**config.mk**
```make
export PLATFORM = sky130hd
export DESIGN_NAME = uart_tx_gen2_flat
export DESIGN_NICKNAME = d
export VERILOG_FILES = /design/src/rtl/uart_tx_pkg.sv /design/src/rtl/uart_tx_gen2_if.sv /design/src/rtl/uart_tx_fifo.sv /design/src/rtl/uart_tx_gen2.sv /design/src/flat_wrapper.sv
export SDC_FILE = /design/constraint.sdc
export NUM_CORES = 1
export LEC_CHECK = 0
export ABC_CLOCK_PERIOD_IN_PS = 5700
export CORE_MARGIN = 2
export CORE_UTILIZATION = 43
export DETAILED_ROUTE_END_ITERATION = 12
export DONT_BUFFER_PORTS = 1
export GPL_TIMING_DRIVEN = 0
export SETUP_SLACK_MARGIN = 0.15
export SYNTH_ARGS = -nofsm -noshare
export SYNTH_HDL_FRONTEND = slang
export SYNTH_SLANG_ARGS = --single-unit
```
**constraint.sdc**
```tcl
create_clock -name clk -period 5.7 [get_ports clk]
set_clock_uncertainty 0.2 [all_clocks]
set_input_delay 0 -clock clk [delete_from_list [all_inputs] [get_ports clk]]
set_output_delay 0 -clock clk [all_outputs]
set_load 0.01 [all_outputs]
```
**src/rtl/uart_tx_pkg.sv**
```systemverilog
// -----------------------------------------------------------------------------
// uart_tx_pkg
// Shared definitions for the buffered UART transmitter: the transmit FSM state
// type, the parity-type encodings carried with each frame, and the legal
// ranges for the transmitter parameters.
// No ports (package).
// -----------------------------------------------------------------------------
package uart_tx_pkg;

  typedef enum logic [2:0] {
    IDLE   = 3'd0,
    START  = 3'd1,
    DATA   = 3'd2,
    PARITY = 3'd3,
    STOP   = 3'd4
  } tx_state_e;

  localparam logic PAR_EVEN = 1'b0;
  localparam logic PAR_ODD  = 1'b1;

  localparam int DATA_WIDTH_MIN   = 5;
  localparam int DATA_WIDTH_MAX   = 9;
  localparam int FIFO_DEPTH_MIN   = 2;
  localparam int CLKS_PER_BIT_MIN = 1;
  localparam int STOP_BITS_MIN    = 1;
  localparam int STOP_BITS_MAX    = 2;

endpackage

```
**src/rtl/uart_tx_gen2_if.sv**
```systemverilog
// -----------------------------------------------------------------------------
// uart_tx_gen2_if
// Bundles the enqueue side and the line/status side of the UART transmitter.
//   P_DATA      payload to enqueue
//   PAR_EN      parity bit enabled for this frame
//   PAR_TYP     0 = even parity, 1 = odd parity
//   DATA_VALID  enqueue request
//   TX_OUT      serial line, idle high
//   Busy        a frame is on the line
//   FIFO_FULL   frame buffer full
//   FIFO_EMPTY  frame buffer empty
// master: the producer of frames; slave: the transmitter.
// -----------------------------------------------------------------------------
interface uart_tx_gen2_if #(
  parameter int DATA_WIDTH = 8
);

  logic [DATA_WIDTH-1:0] P_DATA;
  logic                  PAR_EN;
  logic                  PAR_TYP;
  logic                  DATA_VALID;
  logic                  TX_OUT;
  logic                  Busy;
  logic                  FIFO_FULL;
  logic                  FIFO_EMPTY;

  modport master (
    output P_DATA, PAR_EN, PAR_TYP, DATA_VALID,
    input  TX_OUT, Busy, FIFO_FULL, FIFO_EMPTY
  );

  modport slave (
    input  P_DATA, PAR_EN, PAR_TYP, DATA_VALID,
    output TX_OUT, Busy, FIFO_FULL, FIFO_EMPTY
  );

endinterface

```
**src/rtl/uart_tx_fifo.sv**
```systemverilog
// -----------------------------------------------------------------------------
// uart_tx_fifo
// Small frame buffer for the UART transmitter with registered full/empty flags.
//   clk, reset  clock and asynchronous active-high reset
//   wr_en       write request (ignored when full unless a read happens too)
//   wr_data     entry to store
//   rd_en       read request (ignored when empty)
//   rd_data     head entry, valid whenever empty is low
//   full        DEPTH entries held
//   empty       no entries held
// -----------------------------------------------------------------------------
module uart_tx_fifo #(
  parameter int WIDTH = 10,
  parameter int DEPTH = 4
) (
  input  logic             clk,
  input  logic             reset,
  input  logic             wr_en,
  input  logic [WIDTH-1:0] wr_data,
  input  logic             rd_en,
  output logic [WIDTH-1:0] rd_data,
  output logic             full,
  output logic             empty
);

  localparam int PTR_W = $clog2(DEPTH);
  localparam int CNT_W = PTR_W + 1;

  logic [WIDTH-1:0] mem [DEPTH];
  logic [PTR_W-1:0] wr_ptr;
  logic [PTR_W-1:0] rd_ptr;
  logic [CNT_W-1:0] count;
  logic [CNT_W-1:0] count_next;
  logic             do_rd;
  logic             do_wr;

  // A write into a full buffer is still taken when the head leaves on the
  // same edge, so the occupancy stays put instead of losing the entry.
  assign do_rd = rd_en && !empty;
  assign do_wr = wr_en && (!full || do_rd);

  // Next occupancy, used both for the counter and for the registered flags.
  always_comb begin
    count_next = count;
    if (do_wr && !do_rd) begin
      count_next = count + 1'b1;
    end else if (!do_wr && do_rd) begin
      count_next = count - 1'b1;
    end
  end

  // Pointers wrap naturally because DEPTH is a power of two.
  always_ff @(posedge clk or posedge reset) begin
    if (reset) begin
      wr_ptr <= '0;
      rd_ptr <= '0;
      count  <= '0;
      full   <= 1'b0;
      empty  <= 1'b1;
    end else begin
      if (do_wr) begin
        wr_ptr <= wr_ptr + 1'b1;
      end
      if (do_rd) begin
        rd_ptr <= rd_ptr + 1'b1;
      end
      count <= count_next;
      full  <= (count_next == CNT_W'(DEPTH));
      empty <= (count_next == '0);
    end
  end

  // Storage carries no reset; stale entries are never visible through the
  // empty flag.
  always_ff @(posedge clk) begin
    if (do_wr) begin
      mem[wr_ptr] <= wr_data;
    end
  end

  assign rd_data = mem[rd_ptr];

endmodule

```
**src/rtl/uart_tx_gen2.sv**
```systemverilog
// -----------------------------------------------------------------------------
// uart_tx_gen2
// Buffered UART transmitter. Frames {PAR_TYP, PAR_EN, P_DATA} are queued in a
// small FIFO and sent as start bit, payload LSB first, optional parity bit and
// STOP_BITS stop bits, each bit lasting CLKS_PER_BIT clocks. Queued frames are
// sent back-to-back without an idle gap.
//   clk    single clock, rising edge
//   reset  asynchronous active-high reset, aborts any frame in progress
//   bus    uart_tx_gen2_if slave: enqueue inputs, TX_OUT/Busy/FIFO flags
// -----------------------------------------------------------------------------
module uart_tx_gen2
  import uart_tx_pkg::*;
#(
  parameter int DATA_WIDTH   = 8,
  parameter int FIFO_DEPTH   = 4,
  parameter int CLKS_PER_BIT = 1,
  parameter int STOP_BITS    = 1
) (
  input  logic          clk,
  input  logic          reset,
  uart_tx_gen2_if.slave bus
);

  localparam int ENTRY_W = DATA_WIDTH + 2;
  localparam int BIT_W   = $clog2(DATA_WIDTH);
  localparam int BAUD_W  = (CLKS_PER_BIT > 1) ? $clog2(CLKS_PER_BIT) : 1;

  localparam logic [BAUD_W-1:0] BAUD_LAST = BAUD_W'(CLKS_PER_BIT - 1);
  localparam logic [BIT_W-1:0]  DATA_LAST = BIT_W'(DATA_WIDTH - 1);
  localparam logic [BIT_W-1:0]  STOP_LAST = BIT_W'(STOP_BITS - 1);

  if (DATA_WIDTH < DATA_WIDTH_MIN || DATA_WIDTH > DATA_WIDTH_MAX) begin : g_bad_data_width
    $error("uart_tx_gen2: DATA_WIDTH must be within 5..9");
  end
  if (FIFO_DEPTH < FIFO_DEPTH_MIN || (FIFO_DEPTH & (FIFO_DEPTH - 1)) != 0) begin : g_bad_fifo_depth
    $error("uart_tx_gen2: FIFO_DEPTH must be a power of two and at least 2");
  end
  if (CLKS_PER_BIT < CLKS_PER_BIT_MIN) begin : g_bad_clks_per_bit
    $error("uart_tx_gen2: CLKS_PER_BIT must be at least 1");
  end
  if (STOP_BITS < STOP_BITS_MIN || STOP_BITS > STOP_BITS_MAX) begin : g_bad_stop_bits
    $error("uart_tx_gen2: STOP_BITS must be 1 or 2");
  end

  tx_state_e             state_q, state_d;
  logic [BAUD_W-1:0]     baud_q, baud_d;
  logic [BIT_W-1:0]      bit_q, bit_d;
  logic [DATA_WIDTH-1:0] shift_q, shift_d;
  logic                  par_en_q, par_en_d;
  logic                  par_bit_q, par_bit_d;
  logic                  tx_q, tx_d;
  logic                  pop;
  logic                  baud_last;
  logic [ENTRY_W-1:0]    entry_in;
  logic [ENTRY_W-1:0]    head;
  logic [DATA_WIDTH-1:0] head_data;
  logic                  head_pen;
  logic                  head_ptyp;
  logic                  fifo_full;
  logic                  fifo_empty;

  assign entry_in  = {bus.PAR_TYP, bus.PAR_EN, bus.P_DATA};
  assign head_data = head[DATA_WIDTH-1:0];
  assign head_pen  = head[DATA_WIDTH];
  assign head_ptyp = head[DATA_WIDTH+1];

  uart_tx_fifo #(
    .WIDTH (ENTRY_W),
    .DEPTH (FIFO_DEPTH)
  ) u_fifo (
    .clk     (clk),
    .reset   (reset),
    .wr_en   (bus.DATA_VALID),
    .wr_data (entry_in),
    .rd_en   (pop),
    .rd_data (head),
    .full    (fifo_full),
    .empty   (fifo_empty)
  );

  assign baud_last = (baud_q == BAUD_LAST);

  // Next-state logic. bit_q counts payload bits in DATA and stop bits in STOP.
  // A pop from IDLE or from the end of the last stop bit loads the next frame
  // and goes straight to START.
  always_comb begin
    state_d   = state_q;
    baud_d    = baud_last ? '0 : baud_q + 1'b1;
    bit_d     = bit_q;
    shift_d   = shift_q;
    par_en_d  = par_en_q;
    par_bit_d = par_bit_q;
    pop       = 1'b0;

    case (state_q)
      IDLE: begin
        baud_d = '0;
        bit_d  = '0;
        pop    = !fifo_empty;
      end
      START: begin
        if (baud_last) begin
          state_d = DATA;
          bit_d   = '0;
        end
      end
      DATA: begin
        if (baud_last) begin
          shift_d = shift_q >> 1;
          if (bit_q == DATA_LAST) begin
            bit_d   = '0;
            state_d = par_en_q ? PARITY : STOP;
          end else begin
            bit_d = bit_q + 1'b1;
          end
        end
      end
      PARITY: begin
        if (baud_last) begin
          state_d = STOP;
          bit_d   = '0;
        end
      end
      STOP: begin
        if (baud_last) begin
          if (bit_q == STOP_LAST) begin
            bit_d   = '0;
            state_d = IDLE;
            pop     = !fifo_empty;
          end else begin
            bit_d = bit_q + 1'b1;
          end
        end
      end
      default: begin
        state_d = IDLE;
      end
    endcase

    if (pop) begin
      state_d   = START;
      baud_d    = '0;
      shift_d   = head_data;
      par_en_d  = head_pen;
      par_bit_d = (^head_data) ^ (head_ptyp == PAR_ODD);
    end

    // The line level is computed from the next state so TX_OUT is a register
    // that lines up exactly with the state it belongs to.
    case (state_d)
      IDLE:    tx_d = 1'b1;
      START:   tx_d = 1'b0;
      DATA:    tx_d = shift_d[0];
      PARITY:  tx_d = par_bit_d;
      STOP:    tx_d = 1'b1;
      default: tx_d = 1'b1;
    endcase
  end

  // State, counters, shift register and the registered serial line.
  always_ff @(posedge clk or posedge reset) begin
    if (reset) begin
      state_q   <= IDLE;
      baud_q    <= '0;
      bit_q     <= '0;
      shift_q   <= '0;
      par_en_q  <= 1'b0;
      par_bit_q <= 1'b0;
      tx_q      <= 1'b1;
    end else begin
      state_q   <= state_d;
      baud_q    <= baud_d;
      bit_q     <= bit_d;
      shift_q   <= shift_d;
      par_en_q  <= par_en_d;
      par_bit_q <= par_bit_d;
      tx_q      <= tx_d;
    end
  end

  assign bus.TX_OUT     = tx_q;
  assign bus.Busy       = (state_q != IDLE);
  assign bus.FIFO_FULL  = fifo_full;
  assign bus.FIFO_EMPTY = fifo_empty;

endmodule

```
**src/flat_wrapper.sv**
```systemverilog
// flat-port wrapper written by rule: the top's interface ports become plain ports
module uart_tx_gen2_flat import uart_tx_pkg::*;
#(
  parameter int DATA_WIDTH   = 8,
  parameter int FIFO_DEPTH   = 4,
  parameter int CLKS_PER_BIT = 1,
  parameter int STOP_BITS    = 1
)
  (clk, reset, bus_P_DATA, bus_PAR_EN, bus_PAR_TYP, bus_DATA_VALID, bus_TX_OUT, bus_Busy, bus_FIFO_FULL, bus_FIFO_EMPTY);
  uart_tx_gen2_if #(.DATA_WIDTH(DATA_WIDTH)) bus_i ();
  input  logic clk;
  input  logic reset;
  input wire logic [$bits(bus_i.P_DATA)-1:0] bus_P_DATA;
  input wire logic [$bits(bus_i.PAR_EN)-1:0] bus_PAR_EN;
  input wire logic [$bits(bus_i.PAR_TYP)-1:0] bus_PAR_TYP;
  input wire logic [$bits(bus_i.DATA_VALID)-1:0] bus_DATA_VALID;
  output wire logic [$bits(bus_i.TX_OUT)-1:0] bus_TX_OUT;
  output wire logic [$bits(bus_i.Busy)-1:0] bus_Busy;
  output wire logic [$bits(bus_i.FIFO_FULL)-1:0] bus_FIFO_FULL;
  output wire logic [$bits(bus_i.FIFO_EMPTY)-1:0] bus_FIFO_EMPTY;
  assign bus_i.P_DATA = bus_P_DATA;
  assign bus_i.PAR_EN = bus_PAR_EN;
  assign bus_i.PAR_TYP = bus_PAR_TYP;
  assign bus_i.DATA_VALID = bus_DATA_VALID;
  assign bus_TX_OUT = bus_i.TX_OUT;
  assign bus_Busy = bus_i.Busy;
  assign bus_FIFO_FULL = bus_i.FIFO_FULL;
  assign bus_FIFO_EMPTY = bus_i.FIFO_EMPTY;
  uart_tx_gen2 #(.DATA_WIDTH(DATA_WIDTH), .FIFO_DEPTH(FIFO_DEPTH), .CLKS_PER_BIT(CLKS_PER_BIT), .STOP_BITS(STOP_BITS)) u_core (.clk(clk), .reset(reset), .bus(bus_i));
endmodule
```
======== Word-level counts from Yosys, hierarchy flattened ========
Memories as Yosys holds them, arrays and structs flattened.
Cells that the tools add are included.
W data, S select, Z words.
cells by class
  bitwise gates (word level) .............. 1
  mux-type cells .......................... 30
  reduce and logical (&&, ||, !) cells .... 19
  add/subtract/negate cells ............... 6
  equal/unequal tests ..................... 13
operators with widths
  cell                   count
  $mux W3                15
  $mux W8                3
  $pmux W3 S5            1
  $eq A3 B2 Y1 const B   4
  $pmux W3 S4            1
  $eq A3 B3 Y1 const B   3
  $logic_not A3 Y1       3
  $mux W1                8
  $ne A2 B2 Y1 const B   4
  $reduce_xor A8 Y1      1
  $add A3 B1 Y3 const B  2
  $eq A3 B1 Y1 const B   2
  $add A2 B1 Y2 const B  2
  $logic_and A1 B1 Y1    4
  $logic_not A1 Y1       4
  $reduce_and A4 Y1      1
  $reduce_bool A4 Y1     1
  $pmux W1 S3            1
  $reduce_bool A3 Y1     1
  $sub A3 B1 Y3 const B  1
  $pmux W1 S2            1
  $reduce_and A2 Y1      1
  $reduce_bool A2 Y1     1
  $reduce_or A2 Y1       1
  other kinds (3)        3
storage, ports and cells
  memories kept ........................... 1
  output and inout bits ................... 4
  bits in writable memories ............... 40
  register bits after elaboration ......... 27
  bits of input ports ..................... 13
  word-level logic and storage cells ...... 83
memory list
  name               words  bits a word  read ports  clocked after memory_dff  wr ports  RTL line            text
  u_core.u_fifo.mem  4      10           1           0                         1         uart_tx_fifo.sv:29  logic [WIDTH-1:0] mem [DEPTH];

======== Depth between registers and ports, before layout ========
Gate-level depths: netlist of run 1.
  depth after elaboration ................. 12
  gate-level depth with buffers ........... 8

======== Cells and area by module ========
From an unflattened synthesis of run 1, not the netlist that was laid out.
second synthesis, totals
  cell total of the unflattened synthesis .. 185
  area total of the unflattened synthesis .. 2944.1 sq um
by module, submodules not included
  module        cells each  sequential area each (sq um)  times used  area each (sq um)
  uart_tx_fifo  98          1427.6                        1           1966.9
  uart_tx_gen2  87          426.7                         1           977.2

======== Worst setup path after synthesis of run 1 ========
No wires, ideal clock.
  kind .................................... reg-to-reg
  start point ............................. register u_core.state_q[0]
  end point ............................... memory u_core.u_fifo.mem[0][0] (enable)
  setup slack ............................. 3.304 ns
  required time ........................... 5.157 ns
  cell stages (with the launch flop) ...... 6
  arrival time ............................ 1.853 ns
  path buffers ............................ 1
  clock period less this slack ............ 2.396 ns
  cell sequence ........................... dfrtp_1 -> or3_1 -> a21o_1 -> clkbuf_1 -> a21boi_1 -> and2_1
on the way
  longest elaborated chain between the ends .. 7
  elaborated cells on any way between the ends .. 8
RTL lines
  item                                                     RTL line             text
  start: declaration                                       uart_tx_gen2.sv:45   tx_state_e state_q, state_d;
  start signal: assignment                                 uart_tx_gen2.sv:171  state_q <= state_d;
  $eq A3 B3 Y1 / $logic_not A3 Y1 (equally long branches)  uart_tx_gen2.sv:95   case (state_q)
  $pmux W1 S2 (*)                                          uart_tx_gen2.sv:95
  $logic_and A1 B1 Y1 (*)                                  uart_tx_fifo.sv:39   assign do_rd = rd_en && !empty;
  $logic_or A1 B1 Y1 (*)                                   uart_tx_fifo.sv:40   assign do_wr = wr_en && (!full || do_rd);
  $logic_and A1 B1 Y1 (*)                                  uart_tx_fifo.sv:40
  $mux W1 (*)                                              uart_tx_fifo.sv:76   if (do_wr) begin
  $mux W1 (not written as such) (*)                        uart_tx_fifo.sv:77   mem[wr_ptr] <= wr_data;
  end: declaration                                         uart_tx_fifo.sv:29
Every way passes the cells marked *; elsewhere a longest branch is shown, timed or not.

======== Worst setup path in the final report of run 1 ========
  start point ............................. register u_core.state_q[0]
  end point ............................... memory u_core.u_fifo.mem[1][4] (enable)
The elaborated chain is that of the path after synthesis.

==> results of run 1 <==
state kept, by name (all words and copies together) (netlist names):
register              cells
u_core.state_q            3
u_core.bus.TX_OUT         1
u_core.shift_q            8
u_core.u_fifo.full        1
u_core.u_fifo.empty       1
u_core.u_fifo.rd_ptr      2
u_core.par_en_q           1
u_core.bit_q              3
u_core.u_fifo.mem        40
u_core.u_fifo.wr_ptr      2
u_core.u_fifo.count       3
u_core.par_bit_q          1
worst reg2reg max path, cell delays in order, from the launching register on:
cell,delay [ns]
dfrtp_1,0.46
or3_1,0.46
a21o_1,0.17
clkbuf_1,0.19
a21boi_1,0.49
and2_1,0.56
per-stage QoR:
| step | total power (W) | hold slack (ns) | setup slack [ns] | cells | utilization |
|---|---|---|---|---|---|
| 2_1_floorplan | 0.00136 | -0.161 | 3.30 | 213 | - |
| 3_3_place_gp | 0.00150 | -0.101 | 2.83 | 293 | 0.453 |
| 3_5_place_dp | 0.00152 | -0.101 | 2.83 | 293 | 0.453 |
| 4_1_cts | 0.00188 | 0.143 | 2.79 | 321 | 0.497 |
| 5_1_grt | 0.00200 | 0.161 | 2.57 | 321 | 0.497 |
| 6_report | 0.00185 | 0.144 | 2.79 | 321 | 0.497 |
path summary, 6_finish.rpt:
check | startpoint | to | slack [ns] | cells after the start
worst max-delay path | u_core.state_q[0]$_DFF_PP0_ | u_core.u_fifo.mem[1][4]$_DFFE_PP_ | 2.79 | 5
worst min-delay path | reset | u_core.u_fifo.wr_ptr[1]$_DFFE_PP0P_ | 0.14 | 2
worst max register to register | u_core.state_q[0]$_DFF_PP0_ | u_core.u_fifo.mem[1][4]$_DFFE_PP_ | 2.79 | 5
worst min register to register | u_core.u_fifo.count[2]$_DFF_PP0_ | u_core.u_fifo.count[2]$_DFF_PP0_ | 0.29 | 1
max in group asynchronous | reset | u_core.shift_q[4]$_DFFE_PP0P_ | 4.54 | 2
min in group clk | bus_PAR_EN | u_core.u_fifo.mem[2][8]$_DFFE_PP_ | 0.16 | 1
placed cells by master, fill, tap and decap left out, types with 2 or more instances in the layout:
| cell type | Yosys | routed |
|---|---|---|
| dlygate4sd3_1 | 0 | 12 |
| a31oi_1 | 8 | 8 |
| edfxtp_1 | 40 | 40 |
| nor2_1 | 15 | 15 |
| dfrtp_1 | 24 | 24 |
| clkbuf_8 | 0 | 9 |
| and2_1 | 5 | 5 |
| o21ai_0 | 11 | 11 |
| clkbuf_1 | 6 | 6 |
| a211oi_1 | 3 | 3 |
| xor2_1 | 2 | 2 |
| nand2_1 | 29 | 29 |
| nand3_1 | 4 | 4 |
| inv_6 | 0 | 2 |
| mux4_2 | 2 | 2 |
| nor2b_1 | 3 | 3 |
| a21oi_1 | 5 | 5 |
| dfstp_2 | 2 | 2 |
| nand2b_1 | 2 | 2 |
| mux4_1 | 8 | 8 |
| ha_1 | 9 | 9 |
| xnor2_1 | 8 | 8 |
| clkinvlp_4 | 0 | 3 |
| or3_1 | 2 | 2 |
| inv_1 | 10 | 10 |
cell families (layout without fill, tap and decap cells):
kind of cell             count (synthesis)  after routing
AO/OA/AOI/OAI                           34             34
XOR/XNOR                                12             12
adder cells (fa/ha/maj)                  9              9
buffers and inverters                   19             47
flip-flops                              66             66
multiplexers                            12             12
AND/OR/NAND/NOR                         61             61
metal layers:
layer	global-route usage	routed length, microns	vias up
met4	0.0724	61	0
met2	0.233	2410	28
met5	0	0	-
met1	0.200	2220	832
met3	0.0333	188	8
li1	-	-	823
layout make-up:
type	count	area, sq um	area share
flip-flops and latches	66	1850	0.558
multi-input cells	128	992	0.299
clock buffers	9	124	0.0373
repair buffers	12	120	0.0361
well taps	80	100	0.0301
clock inverters	7	52.6	0.0158
plain buffers	9	42.5	0.0128
inverters	10	37.5	0.0113
report_power, final:
group	leakage (nW)	internal [W]	switching [W]
Combinational	0.523	0.000354	0.000398
Sequential	0.679	0.000667	0.0000864
Clock	0.0799	0.000160	0.000189
synthesized netlist by cell type, drive strengths merged, types with 2 or more instances:
library cell  number
edfxtp            40
nand2             29
dfrtp             24
nor2              15
o21ai             12
inv               10
mux4              10
ha                 9
xnor2              9
a31oi              8
clkbuf             6
a21oi              5
and2               5
nand3              4
a211oi             3
buf                3
nor2b              3
dfstp              2
nand2b             2
or3                2
xor2               2
==> impl_metrics.yaml, run 1 <==
synthesis:
  yosysUniqueCellTypes: 36
  ys.flop_type: "edfxtp_1"
  ys_ff_latch: 66
  synth_fa_ha_area_frac: 0.0385
  ys_seq_area_frac: 0.634
  synth-xor-area-share: 0.0432
  synthTopCellsByArea: "edfxtp_1, dfrtp_1, mux4_1, ha_1, nand2_1"
  synth-compound-area-share: 0.0714
  yosys.area_share.simple: 0.0915
  synth-async-reset-ratio: 0.394
  synth_top_family_by_area: "multiplexers"
  synth_top_area_frac: 0.410
  syn_inst: 213
  syn_area_sq_um: 2930
  avgSynthCellArea_sq_um: 13.7
  synth.largest_area_cell: "edfxtp_1"
  yosys_warnings: 0
  synth.mux.area_fraction: 0.0945
  synth_nets: 235
  synth_edf_count: 40
power_and_ir_drop:
  ir_drop_mv: 0.261
  p_leak_nw: 1.28
  power_density_nw_per_um2: 558
clock_network:
  post_cts_buffers: 0
  clock-sinks: 66
  clockRootBuffer: "clkbuf_8"
  cts_tree: "done"
  cts_buffers: 9
  clk_pin_slew_ns: 0.08
  clk_latency_ns: 0.34
  clk_path_buf_depth: 2
  hold_buffers: 12
  cts.repair.resized: 0
  htree_num_levels: 3
critical_path:
  crit_path_max_fanout: 10
  slowest_delay_ns: 0.56
  crit_type: "flop to flop"
  cp-end-kind: "flop"
  critical_path_required_ns: 5.47
  worst_path_max_delay_cell: "and2_1"
  cp.arrival_ns: 2.67
  path_cells: "or3_1 > a21o_1 > clkbuf_1 > a21boi_1 > and2_1"
  worstSetupStartpointType: "flop"
  critPathTopFamily: "simple AND/OR/NAND/NOR gates"
  crit_buf_inv: 1
finish:
  area_growth_syn_to_layout_pct: 13.6
  drive_gt1_frac: 0.0954
  n_antenna_cell: 0
  fin_nets: 258
  fin_area_sq_um: 3320
  fill_cells: 598
placement:
  dp.final_hpwl_microns: 3200
  gp_congestion: 0.745
  dpl-instance-area_sq_um: 3030
  port_buffers: 0
outcome:
  outcome: "finished, final reports clean"
floorplan:
  initial_core_util: 0.438
  coreArea_sq_um: 6680
  rows: 30
  dieArea_sq_um: 7480
  pin_count: 17
  die_y_microns: 86.5
  die_w_microns: 86.5
routing:
  viasPerCell: 5.27
  dr.first_iter.drc_count: 69
  routed_wl_microns: 4880
  drcViolationCount: 0
  vias: 1691
  antenna_left: 0
  first_pass_iters: 6
  wl_per_cell_microns: 15.2
global_routing:
  antenna_found_initial: 0
  grt_overflow_total: 0
  grt.total_usage: 0.150
  grt_pass1_vias: 1671
  grt_max_degree: 27
  grt_pass1_wl_microns: 8350
timing:
  post-route-period-util: 0.510
  setup_tns_ns: 0
  worst_pin_slew_ns: 1.01
  final_hold_viol_count: 0
  maxSlewViolCount: 0
  slew_headroom: 0.326
  fin_crit_ns: 2.91
  setup_viol: 0
  timing.fmax_mhz: 344
  rsz0062_at_grt: "no"
flow_run:
  drv_cap: 0
min_path:
  hold_class: "input pin to asynchronous set/reset pin"
No activity file was read; power rests on OpenSTA's default activity.
==> run 2, diff against run 1 <==
- ABC_CLOCK_PERIOD_IN_PS: 5700 -> 2400
- clock period: 5.7 -> 2.4 ns (I/O delays scaled with it)
==> impl_metrics.yaml, run 2 (synthesized netlist as in run 1, its figures left out) <==
power_and_ir_drop:
  p_seq_frac: 0.365
  p_leak_nw: 1.38
  switching_power_w: 0.00169
  switching_share: 0.347
  power.total_w: 0.00489
  ir_drop_mv: 0.603
  power_frac_comb: 0.427
  power_density_nw_per_um2: 1390
  pwr-share-clk: 0.208
  p_int_w: 0.00319
critical_path:
  crit_path_max_fanout: 9
  path_cells: "inv_1 > ha_2 > nand2b_4 > a21o_1 > clkbuf_4 > a21boi_4 > and2_4"
  crit_type: "flop to flop"
  cp.arrival_ns: 2.08
  slowest_delay_ns: 0.41
  r2r_setup_slack_ns: 0.17
  cp-end-kind: "flop"
  worst_path_max_delay_cell: "dfrtp_1"
  critical_path_required_ns: 2.25
  worstSetupStartpointType: "flop"
routing:
  dr_wl_met3_microns: 134
  viasPerCell: 5.19
  wl_met1_microns: 2550
  dr_wl_met2_microns: 2600
  wl_per_cell_microns: 16.2
  routed_wl_microns: 5380
  drcViolationCount: 0
  antenna_left: 0
  vias: 1728
  dr.max_layer_used: "met4"
  first_pass_iters: 4
  dr.first_iter.drc_count: 145
clock_network:
  clk_latency_ns: 0.34
  cts_buffers: 9
  clk_path_buf_depth: 2
  htree_num_levels: 3
  clk_pin_slew_ns: 0.08
  clock-sinks: 66
  cts_tree: "done"
  clockRootBuffer: "clkbuf_8"
timing:
  fin_crit_ns: 2.23
  worst_pin_slew_ns: 1.00
  rsz0062_at_grt: "yes"
  setup_tns_ns: 0
  setup_viol: 0
  maxSlewViolCount: 0
  post-route-period-util: 0.930
  final_hold_viol_count: 0
  slew_headroom: 0.331
  timing.fmax_mhz: 448
finish:
  final_common_cell: "edfxtp_1"
  fin_area_sq_um: 3520
  fill_cells: 574
  multi_input_area_sq_um: 1070
  fin_util: 0.526
  drive_gt1_frac: 0.202
  largest_reg_flops: 40
  fin_nets: 270
  final_cells: 333
  area_growth_syn_to_layout_pct: 20.2
  n_antenna_cell: 0
  reg_top3: "u_core.u_fifo.mem: 40 flops, u_core.shift_q: 8 flops"
  register_area_sq_um: 1860
  final_cell_mix: "edfxtp_1, nand2_1, dfrtp_1"
  regMostFlops: "u_core.u_fifo.mem"
global_routing:
  antenna_found_initial: 0
  grt_max_degree: 27
  grt_pass1_wl_microns: 9050
  grt_pass1_vias: 1703
  grt.total_usage: 0.161
  grt_overflow_total: 0
floorplan:
  dieArea_sq_um: 7480
  pin_count: 17
  die_w_microns: 86.5
  rows: 30
  die_y_microns: 86.5
  initial_core_util: 0.438
  coreArea_sq_um: 6680
placement:
  gp_congestion: 0.793
  port_buffers: 0
  post-place-cells: 293
  dp.final_hpwl_microns: 3220
  dpl-instance-area_sq_um: 3040
min_path:
  hold_class: "input pin to asynchronous set/reset pin"
outcome:
  outcome: "finished, final reports clean"
flow_run:
  drv_cap: 0
[run 2: cell types whose count changed in the layout (fill, tap and decap cells not counted), sizes merged]
cell and change:
buf +7, and2 +4, bufinv +2, inv -2
a21boi +1, clkinv +1, clkinvlp -1
[run 2: stage by stage]
stage / setup WS (ns) / hold WS, ns
after global placement: -0.121 / -0.101
final: 0.168 / 0.139
after CTS: 0.148 / 0.149
after detailed placement: -0.163 / -0.101
after floorplan: 0.202 / -0.161
after global routing: 0.0686 / 0.177
[run 2: cell type report]
type | count | share of cell area
Buffer | 9 | 0.0135
Clock buffer | 9 | 0.0352
Clock inverter | 7 | 0.0267
Inverter | 10 | 0.0107
Multi-Input combinational cell | 133 | 0.305
Sequential cell | 66 | 0.528
Tap cell | 80 | 0.0285
Timing Repair Buffer | 19 | 0.0527
[run 2: power groups by stage]
stage | Sequential (W) | Clock, W | Combinational (W)
CTS | 0.00179 | 0.00104 | 0.00205
global placement | 0.00181 | 0 | 0.00179
floorplan | 0.00175 | 0 | 0.00149
finish | 0.00178 | 0.00102 | 0.00209
detailed placement | 0.00181 | 0 | 0.00181
global route | 0.00183 | 0.00110 | 0.00232
[run 2: path summary, 6_finish.rpt]
kind	from	cells after the start	to
setup / recovery	u_core.bit_q[0]$_DFFE_PP0P_	7	u_core.u_fifo.mem[2][4]$_DFFE_PP_
setup reg to reg	u_core.bit_q[0]$_DFFE_PP0P_	7	u_core.u_fifo.mem[2][4]$_DFFE_PP_
hold reg to reg	u_core.u_fifo.count[2]$_DFF_PP0_	1	u_core.u_fifo.count[2]$_DFF_PP0_
hold / removal	reset	2	u_core.u_fifo.full$_DFF_PP0_
max in group asynchronous	reset	2	u_core.state_q[0]$_DFF_PP0_
min in group clk	bus_PAR_EN	1	u_core.u_fifo.mem[0][8]$_DFFE_PP_
[run 2: metal layers]
layer  up-vias  track usage
li1        855            -
met1       841        0.230
met2        22        0.241
met3        10       0.0295
met4         0       0.0767
met5         -            0
[run 2: worst max-delay path: cells and delay by family (launching register included)]
kind                       cells  cell delay (ns)
AOI/OAI and AO/OA              2             0.47
adders and majority gates      1             0.22
buffers and inverters          2             0.30
DFF                            1             0.41
and+or+nand+nor                2             0.34
[run 2: repair_timing]
item / CTS / global route
setup endpoints to repair: 46 / 45
pin swaps: 6 / 8
gates resized for setup: 14 / 8
cloned: 5 / 0
setup buffers: 5 / 2
hold endpoints to repair: 66 / 0
hold buffers: 12 / 0
==> run 3, diff against run 2 <==
- CTS_BUF_LIST: not set -> sky130_fd_sc_hd__clkbuf_16
- CTS_CLUSTER_SIZE: not set -> 10
- PLACE_DENSITY: not set -> 0.57
==> impl_metrics.yaml, run 3 (synthesized netlist as in run 1, its figures left out) <==
outcome:
  outcome: "finished, final reports clean"
timing:
  slew_headroom: 0.343
  post-route-period-util: 0.921
  whs_ns: 0.148
  maxSlewViolCount: 0
  rsz0062_at_grt: "yes"
  setup_viol: 0
  timing.fmax_mhz: 453
  worst_pin_slew_ns: 0.984
  fin_crit_ns: 2.21
  final_hold_viol_count: 0
  setup_ws_ns: 0.190
critical_path:
  path_cells: "buf_6 > mux4_2 > xnor2_2 > xnor3_1 > xnor2_2 > o21ai_1"
  critPathTopFamily: "XOR/XNOR gates"
  path_common_cell: "xnor2_2"
  crit_buf_inv: 1
  reg2reg_from: "u_core.u_fifo.rd_ptr[0]$_DFFE_PP0P_"
  crit_start: "u_core.u_fifo.rd_ptr[0]$_DFFE_PP0P_"
  slowest_delay_ns: 0.55
  critical_path_required_ns: 2.40
  cp-end-kind: "flop"
  cp.arrival_ns: 2.21
  worstSetupStartpointType: "flop"
  crit_type: "flop to flop"
  worst_path_max_delay_cell: "mux4_2"
  crit_path_max_fanout: 7
floorplan:
  initial_core_util: 0.438
  dieArea_sq_um: 7480
  pin_count: 17
  coreArea_sq_um: 6680
  die_w_microns: 86.5
  rows: 30
  die_y_microns: 86.5
finish:
  final_common_cell: "edfxtp_1"
  largest_reg_flops: 40
  fin_nets: 269
  n_antenna_cell: 0
  drive_gt1_frac: 0.202
  fill_cells: 565
  fin_util: 0.542
  register_area_sq_um: 1860
  multi_input_area_sq_um: 1080
  reg_top3: "u_core.u_fifo.mem: 40 flops, u_core.shift_q: 8 flops"
  area_growth_syn_to_layout_pct: 23.8
  regMostFlops: "u_core.u_fifo.mem"
  final_cell_mix: "edfxtp_1, nand2_1, dfrtp_1"
  final_cells: 332
power_and_ir_drop:
  power_density_nw_per_um2: 1480
  power_frac_comb: 0.400
  power.total_w: 0.00535
  p_seq_frac: 0.337
  p_int_w: 0.00358
  ir_drop_mv: 0.655
  switching_power_w: 0.00177
  switching_share: 0.332
  p_leak_nw: 1.42
  pwr-share-clk: 0.264
global_routing:
  grt_pass1_vias: 1736
  antenna_found_initial: 0
  grt.total_usage: 0.159
  grt_overflow_total: 0
  grt_pass1_wl_microns: 8740
  grt_max_degree: 27
clock_network:
  cts_tree: "done"
  cts_buffers: 9
  clock-sinks: 66
  htree_num_levels: 3
  clk_latency_ns: 0.33
  clk_pin_slew_ns: 0.06
  clk_path_buf_depth: 2
  clockRootBuffer: "clkbuf_16"
routing:
  viasPerCell: 5.16
  vias: 1714
  drcViolationCount: 0
  routed_wl_microns: 5250
  wl_per_cell_microns: 15.8
  dr.first_iter.drc_count: 55
  first_pass_iters: 4
  antenna_left: 0
flow_run:
  drv_cap: 0
placement:
  gp_congestion: 0.804
  dp.final_hpwl_microns: 3210
  pre_cts_ws_ns: -0.132
  port_buffers: 0
  post-place-cells: 293
min_path:
  hold_class: "input pin to asynchronous set/reset pin"
==> run 3: routing by layer <==
layer	wire (microns)	global-route usage	vias up
met5	0	0	-
met1	2440	0.205	832
li1	-	-	850
met3	145	0.0400	8
met2	2580	0.251	24
met4	78	0.0810	0
==> run 3: worst reg2reg max path, delay by kind of cell, from the launching register on <==
kind / cells / cell delay (ns)
xor+xnor: 3 / 0.69
buf+inv: 1 / 0.17
compound gates: 1 / 0.07
mux: 1 / 0.55
flops: 1 / 0.40
==> run 3: worst paths after layout <==
check                                                      end  slack [ns]  depth (start not counted)
max                                 u_core.par_bit_q$_DFF_PP0_        0.19                          6
min                        u_core.u_fifo.wr_ptr[0]$_DFFE_PP0P_        0.15                          2
max reg2reg                         u_core.par_bit_q$_DFF_PP0_        0.19                          6
min reg2reg                   u_core.u_fifo.count[2]$_DFF_PP0_        0.29                          1
max in group asynchronous          u_core.state_q[1]$_DFF_PP0_        1.17                          2
min in group clk             u_core.u_fifo.mem[3][8]$_DFFE_PP_        0.18                          1
==> run 3: final cells by class <==
class                           count  share of cell area
Clock buffer                        9              0.0622
Inverter                           10              0.0104
Tap cell                           80              0.0276
Timing Repair Buffer               18              0.0490
Buffer                              9              0.0131
Clock inverter                      7              0.0280
Sequential cell                    66               0.512
Multi-Input combinational cell    133               0.297
==> run 3: what timing repair did <==
item | in CTS | in global routing
gates resized for setup | 13 | 10
buffers inserted | 4 | 2
endpoints found under the setup margin | 41 | 48
pin swaps | 6 | 7
hold endpoints to repair | 66 | 0
hold buffers | 12 | 0
cloned | 5 | 0
==> run 3: power groups by stage <==
stage                     clock [W]  sequential [W]  combinational, W
after floorplan                   0         0.00175           0.00149
after global placement            0         0.00181           0.00179
after detailed placement          0         0.00181           0.00181
after CTS                   0.00145         0.00180           0.00202
after global routing        0.00150         0.00184           0.00237
final                       0.00141         0.00180           0.00214
==> run 3: stage by stage <==
stage | setup TNS (ns) | cell area [sq um]
2_1_floorplan | 0 | 2940
3_3_place_gp | -5.00 | 3040
3_5_place_dp | -4.87 | 3040
4_1_cts | 0 | 3580
5_1_grt | 0 | 3620
6_report | 0 | 3620
